[src/rtl/in_port_fifo_if.sv]
// Handshake and bus bundle for the input-port FIFO.
// The master side is the device/sequencer that drives words and control;
// the slave side is the FIFO block itself.
interface in_port_fifo_if #(
   parameter int WIDTH = 32,
   parameter int AW    = 2
);
   logic [WIDTH-1:0] dev_data;
   logic             dev_valid;
   logic             dev_ready;
   logic             InIn;
   logic             IN_Portout;
   logic [WIDTH-1:0] bus_out;
   logic [WIDTH-1:0] in_reg;
   logic             data_avail;
   logic [AW:0]      count;
   logic             underflow;
   logic             overflow;

   modport master (
      output dev_data, dev_valid, InIn, IN_Portout,
      input  dev_ready, bus_out, in_reg, data_avail, count, underflow, overflow
   );

   modport slave (
      input  dev_data, dev_valid, InIn, IN_Portout,
      output dev_ready, bus_out, in_reg, data_avail, count, underflow, overflow
   );
endinterface

[src/rtl/in_port_fifo.sv]
// Input port: a device pushes words into a small FIFO through valid/ready,
// the processor pops the head into a holding register (InIn) and gates that
// register onto the bus (IN_Portout). Storage is a plain array so it can map
// to RAM; the only read of it is registered into the holding register.
module in_port_fifo #(
   parameter int WIDTH = 32,
   parameter int DEPTH = 4,
   parameter int AW    = 2
) (
   input logic clk,
   input logic clr,
   in_port_fifo_if.slave io
);

   logic [WIDTH-1:0] mem [DEPTH];
   logic [AW-1:0]    wr_ptr_reg;
   logic [AW-1:0]    rd_ptr_reg;
   logic [AW:0]      count_reg;
   logic [WIDTH-1:0] in_reg_reg;
   logic             underflow_reg;
   logic             overflow_reg;

   logic empty;
   logic full;
   logic push;
   logic pop;

   // Occupancy decode and transfer qualification; reset suppresses any push.
   always_comb begin
      empty = (count_reg == '0);
      full  = (count_reg == (AW+1)'(DEPTH));
      push  = io.dev_valid && !full && !clr;
      pop   = io.InIn && !empty;
   end

   // Storage write; contents need no reset since pointers define validity.
   always_ff @(posedge clk) begin
      if (push)
         mem[wr_ptr_reg] <= io.dev_data;
   end

   // Pointers, occupancy, holding register and sticky error flags.
   always_ff @(posedge clk) begin
      if (clr) begin
         wr_ptr_reg    <= '0;
         rd_ptr_reg    <= '0;
         count_reg     <= '0;
         in_reg_reg    <= '0;
         underflow_reg <= 1'b0;
         overflow_reg  <= 1'b0;
      end else begin
         if (push)
            wr_ptr_reg <= wr_ptr_reg + AW'(1);
         if (pop) begin
            rd_ptr_reg <= rd_ptr_reg + AW'(1);
            in_reg_reg <= mem[rd_ptr_reg];
         end
         case ({push, pop})
            2'b10:   count_reg <= count_reg + (AW+1)'(1);
            2'b01:   count_reg <= count_reg - (AW+1)'(1);
            default: count_reg <= count_reg;
         endcase
         if (io.InIn && empty)
            underflow_reg <= 1'b1;
         if (io.dev_valid && full)
            overflow_reg <= 1'b1;
      end
   end

   // Bus drive is an AND gate per bit so it can be ORed into the bus mux.
   genvar gi;
   generate
      for (gi = 0; gi < WIDTH; gi++) begin : g_bus
         assign io.bus_out[gi] = io.IN_Portout & in_reg_reg[gi];
      end
   endgenerate

   assign io.dev_ready  = !full && !clr;
   assign io.in_reg     = in_reg_reg;
   assign io.data_avail = !empty;
   assign io.count      = count_reg;
   assign io.underflow  = underflow_reg;
   assign io.overflow   = overflow_reg;

endmodule

[src/flat_wrapper.sv]
// flat-port wrapper written by rule: the top's interface ports become plain ports
module in_port_fifo_flat 
#(
   parameter int WIDTH = 32,
   parameter int DEPTH = 4,
   parameter int AW    = 2
)
  (clk, clr, io_dev_data, io_dev_valid, io_InIn, io_IN_Portout, io_dev_ready, io_bus_out, io_in_reg, io_data_avail, io_count, io_underflow, io_overflow);
  in_port_fifo_if #(.WIDTH(WIDTH), .AW(AW)) io_i ();
  input logic clk;
  input logic clr;
  input wire logic [$bits(io_i.dev_data)-1:0] io_dev_data;
  input wire logic [$bits(io_i.dev_valid)-1:0] io_dev_valid;
  input wire logic [$bits(io_i.InIn)-1:0] io_InIn;
  input wire logic [$bits(io_i.IN_Portout)-1:0] io_IN_Portout;
  output wire logic [$bits(io_i.dev_ready)-1:0] io_dev_ready;
  output wire logic [$bits(io_i.bus_out)-1:0] io_bus_out;
  output wire logic [$bits(io_i.in_reg)-1:0] io_in_reg;
  output wire logic [$bits(io_i.data_avail)-1:0] io_data_avail;
  output wire logic [$bits(io_i.count)-1:0] io_count;
  output wire logic [$bits(io_i.underflow)-1:0] io_underflow;
  output wire logic [$bits(io_i.overflow)-1:0] io_overflow;
  assign io_i.dev_data = io_dev_data;
  assign io_i.dev_valid = io_dev_valid;
  assign io_i.InIn = io_InIn;
  assign io_i.IN_Portout = io_IN_Portout;
  assign io_dev_ready = io_i.dev_ready;
  assign io_bus_out = io_i.bus_out;
  assign io_in_reg = io_i.in_reg;
  assign io_data_avail = io_i.data_avail;
  assign io_count = io_i.count;
  assign io_underflow = io_i.underflow;
  assign io_overflow = io_i.overflow;
  in_port_fifo #(.WIDTH(WIDTH), .DEPTH(DEPTH), .AW(AW)) u_core (.clk(clk), .clr(clr), .io(io_i));
endmodule
[config.mk]
export PLATFORM = sky130hd
export DESIGN_NAME = in_port_fifo_flat
export DESIGN_NICKNAME = d
export VERILOG_FILES = /design/src/rtl/in_port_fifo_if.sv /design/src/rtl/in_port_fifo.sv /design/src/flat_wrapper.sv
export SDC_FILE = /design/constraint.sdc
export NUM_CORES = 1
export LEC_CHECK = 0
export CAP_MARGIN = 20
export CORE_ASPECT_RATIO = 0.6
export CORE_MARGIN = 1
export CORE_UTILIZATION = 40
export CTS_BUF_LIST = sky130_fd_sc_hd__clkbuf_8
export DETAILED_ROUTE_END_ITERATION = 8
export PLACE_DENSITY = 0.64
export REMOVE_ABC_BUFFERS = 1
export SYNTH_ARGS = -nofsm -noshare
export SYNTH_HDL_FRONTEND = slang
export SYNTH_SLANG_ARGS = --single-unit
[constraint.sdc]
create_clock -name clk -period 3 [get_ports clk]
set_input_delay 0.6 -clock clk [delete_from_list [all_inputs] [get_ports clk]]
set_output_delay 0.6 -clock clk [all_outputs]
set_load 0.02 [all_outputs]
==> flow_summary.ini, run 1 <==
[finish]
area_growth_pct = 27.3
fin_util_pct = 52.4
antenna_cells = 0
final_common_cell = edfxtp_1
largest_register_ff_count = 128
fill_cells = 1273
drive_gt1_share_pct = 17.3
regArea_um2 = 4670
stdcell_area_um2 = 8070
multi_input_area_um2 = 1540
layout.nets = 497
final_cell_mix = edfxtp_1, clkdlybuf4s50_1, dfxtp_1
final_cell_count_no_fill = 670

[floorplan]
die-width_um = 165
start_util_pct = 41.1
core_um2 = 15400
row_count = 35
io_pins = 108
fp.dieArea_um2 = 16400
die_y_um = 99.5

[critical_path]
rrSetupSlack_ns = 0.62
worstRegToRegCells = 9
worst_r2r_endpoint = u_core.io.count[2]
arrival_ns = 2.06
critPathKind = input pin to output port
crit_start = io_IN_Portout
required_ns = 2.40
worstReg2RegStart = u_core.io.count[2]
critPathCaptureType = output port
cp-start-kind = input pin
crit_path_end = io_bus_out[6]
cp_max_fo = 32

[yosys]
syn_avg_cell_area_um2 = 19.2
synth.distinct_cells = 29
ys_seq_elements = 169
ys_warn_count = 0
syn_area_um2 = 6340
syn_inst = 330
ys_seq_area_share_pct = 73.6

[clock_tree]
cts-htree-levels = 4
cts_setup_buffers = 0
clockBufferDepth = 2
clk_pin_slew_ns = 0.09
cts_root_buffer = clkbuf_8
hold_buffers = 0
clk_latency_ns = 0.43
cts_sinks = 169
cts_buffers = 17
ctsResizeCount = 0
cts_tree = built

[global_routing]
grt_max_degree = 34
grt_use_met3_pct = 4.13
antenna_found_initial = 0
top_usage_layer = met2
globalRouteOverflowTotal = 0
grt_first_pass_wirelength_mm = 18.9
grtUsageMet2_pct = 24.8
grtUsageMet1_pct = 22.4
grtUsageTotal_pct = 15.9
grt_pass1_vias = 3385

[status]
status = complete, no violations

[power_and_ir_drop]
p_leak_nw = 2.70
power.density_nw_per_um2 = 755
p_total_mw = 6.10
vdd_drop_max_mv = 0.317

[timing]
finalCriticalPeriod_ns = 2.66
max_freq_mhz = 377
finalSetupViolations = 0
skew_ns = 0.0134
setup_tns_ns = 0
slew-limit-headroom_pct = 37.9
hold_viol_final = 0
tightest_slew_ns = 0.932
post-route-period-util_pct = 88.5
rsz0062_at_grt = false
drv_slew = 0

[route]
ant_nets = 0
vias = 3309
vias_per_cell = 4.94
wire_per_inst_um = 18.1
dr.pass1.iters = 4
route.detailed.drc = 0
drtIter0Drc = 234
wirelength_mm = 12.1

[placed_design]
placed_area_um2 = 7710
place_hpwl_mm = 7.53
gp_congestion = 0.696
port_buffers = 107
numPlacedInstances = 638

[flow_run]
cap_violations = 0

[worst_hold_path]
hold_path.class = flip-flop to flip-flop
==> per-stage QoR <==
stage | hold slack [ns] | worst slack [ns]
CTS | 0.483 | 0.325
global placement | 0.448 | 0.329
floorplan | 0.475 | 0.632
global route | 0.524 | 0.274
detailed placement | 0.460 | 0.246
finish | 0.478 | 0.344
==> worst min-delay path by stage <==
stage	from	end	slack, ns	depth (start not counted)
6_report	u_core.io.overflow	u_core.io.overflow	0.48	2
2_1_floorplan	u_core.wr_ptr_reg[0]	u_core.wr_ptr_reg[0]	0.48	1
4_1_cts	u_core.io.overflow	u_core.io.overflow	0.48	2
3_5_place_dp	u_core.io.overflow	u_core.io.overflow	0.46	2
3_3_place_gp	u_core.io.overflow	u_core.io.overflow	0.45	2
5_1_grt	u_core.io.in_reg[7]	u_core.io.in_reg[7]	0.52	1
==> critical path, stage by stage <==
cell,delay [ns]
clkdlybuf4s50_1,0.51
buf_12,0.18
and2_1,0.15
clkdlybuf4s50_1,0.60
==> area by class of cell <==
| class | count | share of cell area (%) |
|---|---|---|
| sequential | 169 | 57.8 |
| multi-input combinational | 135 | 19.1 |
| timing repair buffer | 124 | 15.2 |
| tap | 203 | 3.15 |
| clock buffer | 17 | 2.90 |
| clock inverter | 15 | 1.53 |
| inverter | 7 | 0.326 |
==> Yosys cell counts <==
cell / number / share of area (%)
edfxtp_1: 128 / 61
dfxtp_1: 41 / 13
and2_1: 36 / 3.6
a22o_1: 32 / 4.4
mux4_2: 23 / 8.2
mux4_1: 9 / 3.7
nor2_1: 9 / 0.53
clkbuf_1: 7 / 0.41
inv_1: 7 / 0.41
buf_2: 5 / 0.39
buf_6: 5 / 0.89
ha_1: 5 / 0.99
a21oi_1: 4 / 0.32
xor2_1: 3 / 0.41
buf_4: 2 / 0.24
fa_1: 1 / 0.32
mux2_2: 1 / 0.18
mux2i_1: 1 / 0.16
nand2b_1: 1 / 0.099
nor2_2: 1 / 0.099
nor2b_1: 1 / 0.099
nor3_1: 1 / 0.079
nor3b_1: 1 / 0.12
nor3b_2: 1 / 0.20
o21ai_0: 1 / 0.079
o311ai_0: 1 / 0.14
o31a_1: 1 / 0.14
or3_1: 1 / 0.099
xnor2_1: 1 / 0.14
==> cells by family after synthesis <==
family          synth area share (%)
compound gates                  5.09
xor+xnor                       0.553
fa+ha+maj                       1.30
buf+inv                         2.35
flops                           73.6
mux                             12.2
simple gates                    4.88
==> routing by layer <==
metal  vias up  share of wire, %
met1      1658                48
met4         0              0.45
li1       1553                 -
met2        92                46
met5         -                 0
met3         6               5.9
==> power by group <==
part / total (mW) / switching (mW) / internal (mW)
logic: 1.63 / 0.747 / 0.887
registers: 2.99 / 0.223 / 2.77
clock network: 1.47 / 0.810 / 0.657
total: 6.10 / 1.78 / 4.32
Power figures use the tool's default switching activity.
==> run 2: changes to the inputs <==
clock period = 3.3 ns   (was 3 ns; I/O delays follow)
==> run 2 against run 1 <==
  * Register-to-register slack better by 0.28 ns
  * Final cell count decreased by 0.75%
  * Via count increased by 0.70%
  * Sequential power shrank 9.4%
  * Final area fell by 0.42%
  * Routed wire length rose by 1.1%
  * Total power is 9.4% lower
  * Die area did not move
==> flow_summary.ini, run 2 (synthesis gave the netlist of run 1 again) <==
[route]
vias = 3332
route.detailed.drc = 0
vias_per_cell = 5.01
dr.pass1.iters = 4
ant_nets = 0
wire_per_inst_um = 18.5
wirelength_mm = 12.3
drtIter0Drc = 122

[critical_path]
rrSetupSlack_ns = 0.90
worstReg2RegStart = u_core.io.count[2]
critPathCaptureType = output port
arrival_ns = 2.21
worstRegToRegCells = 9
critical_path_buf_inv_count = 3
cp-start-kind = input pin
crit_top_cell = clkdlybuf4s50_1
required_ns = 2.64
critPathKind = input pin to output port
cp_max_fo = 32
critPathTopFamily = buffers and inverters
crit_start = io_IN_Portout
path_depth = 4
slowest_delay_ns = 0.61
crit_path_end = io_bus_out[26]
worst_r2r_endpoint = u_core.io.count[2]
worstPathCellList = clkdlybuf4s50_1 > buf_4 > and2_1 > clkdlybuf4s50_1
slowest_stage = clkdlybuf4s50_1

[finish]
largest_register_ff_count = 128
fill_cells = 1262
layout.nets = 492
area_growth_pct = 26.8
drive_gt1_share_pct = 16.2
final_cell_mix = edfxtp_1, clkdlybuf4s50_1, dfxtp_1
fin_util_pct = 52.1
antenna_cells = 0
final_common_cell = edfxtp_1

[power_and_ir_drop]
power_frac_comb_pct = 26.5
vdd_drop_max_mv = 0.264
p_seq_share_pct = 49.0
power_switching_mw = 1.62
p_total_mw = 5.52
power.density_nw_per_um2 = 687
switching_share_pct = 29.4
power.internal_mw = 3.90
p_leak_nw = 2.67
p_clk_share_pct = 24.4

[timing]
post-route-period-util_pct = 87.0
finalCriticalPeriod_ns = 2.87
hold_viol_final = 0
setup_tns_ns = 0
slew-limit-headroom_pct = 38.3
holdWs_ns = 0.481
rsz0062_at_grt = false
max_freq_mhz = 348
tightest_slew_ns = 0.925
finalSetupViolations = 0
skew_ns = 0.0149
drv_slew = 0

[global_routing]
grt_max_degree = 34
grt_pass1_vias = 3372
globalRouteOverflowTotal = 0
antenna_found_initial = 0
grtUsageTotal_pct = 16.1
grt_first_pass_wirelength_mm = 18.9

[clock_tree]
ctsResizeCount = 0
clockBufferDepth = 2
cts_tree = built
cts_sinks = 169
hold_buffers = 0
clk_pin_slew_ns = 0.09
clk_latency_ns = 0.44
cts_buffers = 17
cts_root_buffer = clkbuf_8
cts-htree-levels = 4
cts_setup_buffers = 0

[worst_hold_path]
hold_path.class = flip-flop to flip-flop

[floorplan]
start_util_pct = 41.1
die_y_um = 99.5
fp.dieArea_um2 = 16400
row_count = 35
core_um2 = 15400
die-width_um = 165
io_pins = 108

[placed_design]
port_buffers = 107
gp_congestion = 0.690
place_hpwl_mm = 7.54

[flow_run]
cap_violations = 0

[status]
status = complete, no violations
## run 2: cell types whose count changed in the layout (fill, tap and decap cells not counted), sizes merged
cell      change
inv           +2
buf           -5
clkinv        -4
clkinvlp      +2
## run 2: worst min path at each step
stage | startpoint | to | depth (start not counted) | slack [ns]
global route | u_core.io.underflow | u_core.io.underflow | 2 | 0.51
detailed placement | u_core.io.underflow | u_core.io.underflow | 2 | 0.47
CTS | u_core.io.underflow | u_core.io.underflow | 2 | 0.49
finish | u_core.io.underflow | u_core.io.underflow | 2 | 0.48
floorplan | u_core.wr_ptr_reg[0] | u_core.wr_ptr_reg[0] | 1 | 0.48
global placement | u_core.io.overflow | u_core.io.overflow | 2 | 0.45
## run 2: area by class of cell
type	instances	area (µm²)	share of cell area [%]
tap	203	254	3.16
clock inverter	15	128	1.59
clock buffer	17	234	2.91
multi-input combinational	135	1540	19.2
sequential	169	4670	58.1
inverter	7	26.3	0.327
timing repair buffer	119	1190	14.8
## run 2: layer usage
| layer | share of wire (%) | global-route usage (%) | up-vias |
|---|---|---|---|
| met4 | 0.85 | 5.72 | 0 |
| met3 | 5.0 | 3.75 | 12 |
| met1 | 48 | 22.2 | 1694 |
| met2 | 46 | 25.3 | 86 |
| li1 | - | - | 1540 |
| met5 | 0 | 0 | - |
## run 2: worst min-delay path: stages (launching register included)
cell     delay [ns]
dfxtp_1        0.34
a21oi_1        0.04
nor2_1         0.07
## run 2: stage by stage
stage | cell area (µm²) | cells | setup slack (ns)
after floorplan | 6220 | 311 | 0.932
after global placement | 7680 | 633 | 0.428
after global routing | 8040 | 665 | 0.317
after detailed placement | 7680 | 633 | 0.359
after CTS | 8040 | 665 | 0.399
final | 8040 | 665 | 0.429
## run 2: power by group through the flow
stage / Combinational [mW] / Clock (mW) / Sequential, mW
global route: 1.59 / 1.47 / 2.75
CTS: 1.49 / 1.39 / 2.71
detailed placement: 1.49 / 0 / 2.76
finish: 1.47 / 1.35 / 2.71
global placement: 1.47 / 0 / 2.75
floorplan: 0.668 / 0 / 2.91
==> run 3: changes to the inputs <==
CORE_MARGIN = not set   (was 1)
==> results of run 3 <==
Final layout, timing and power as in run 2 (identical DEF).
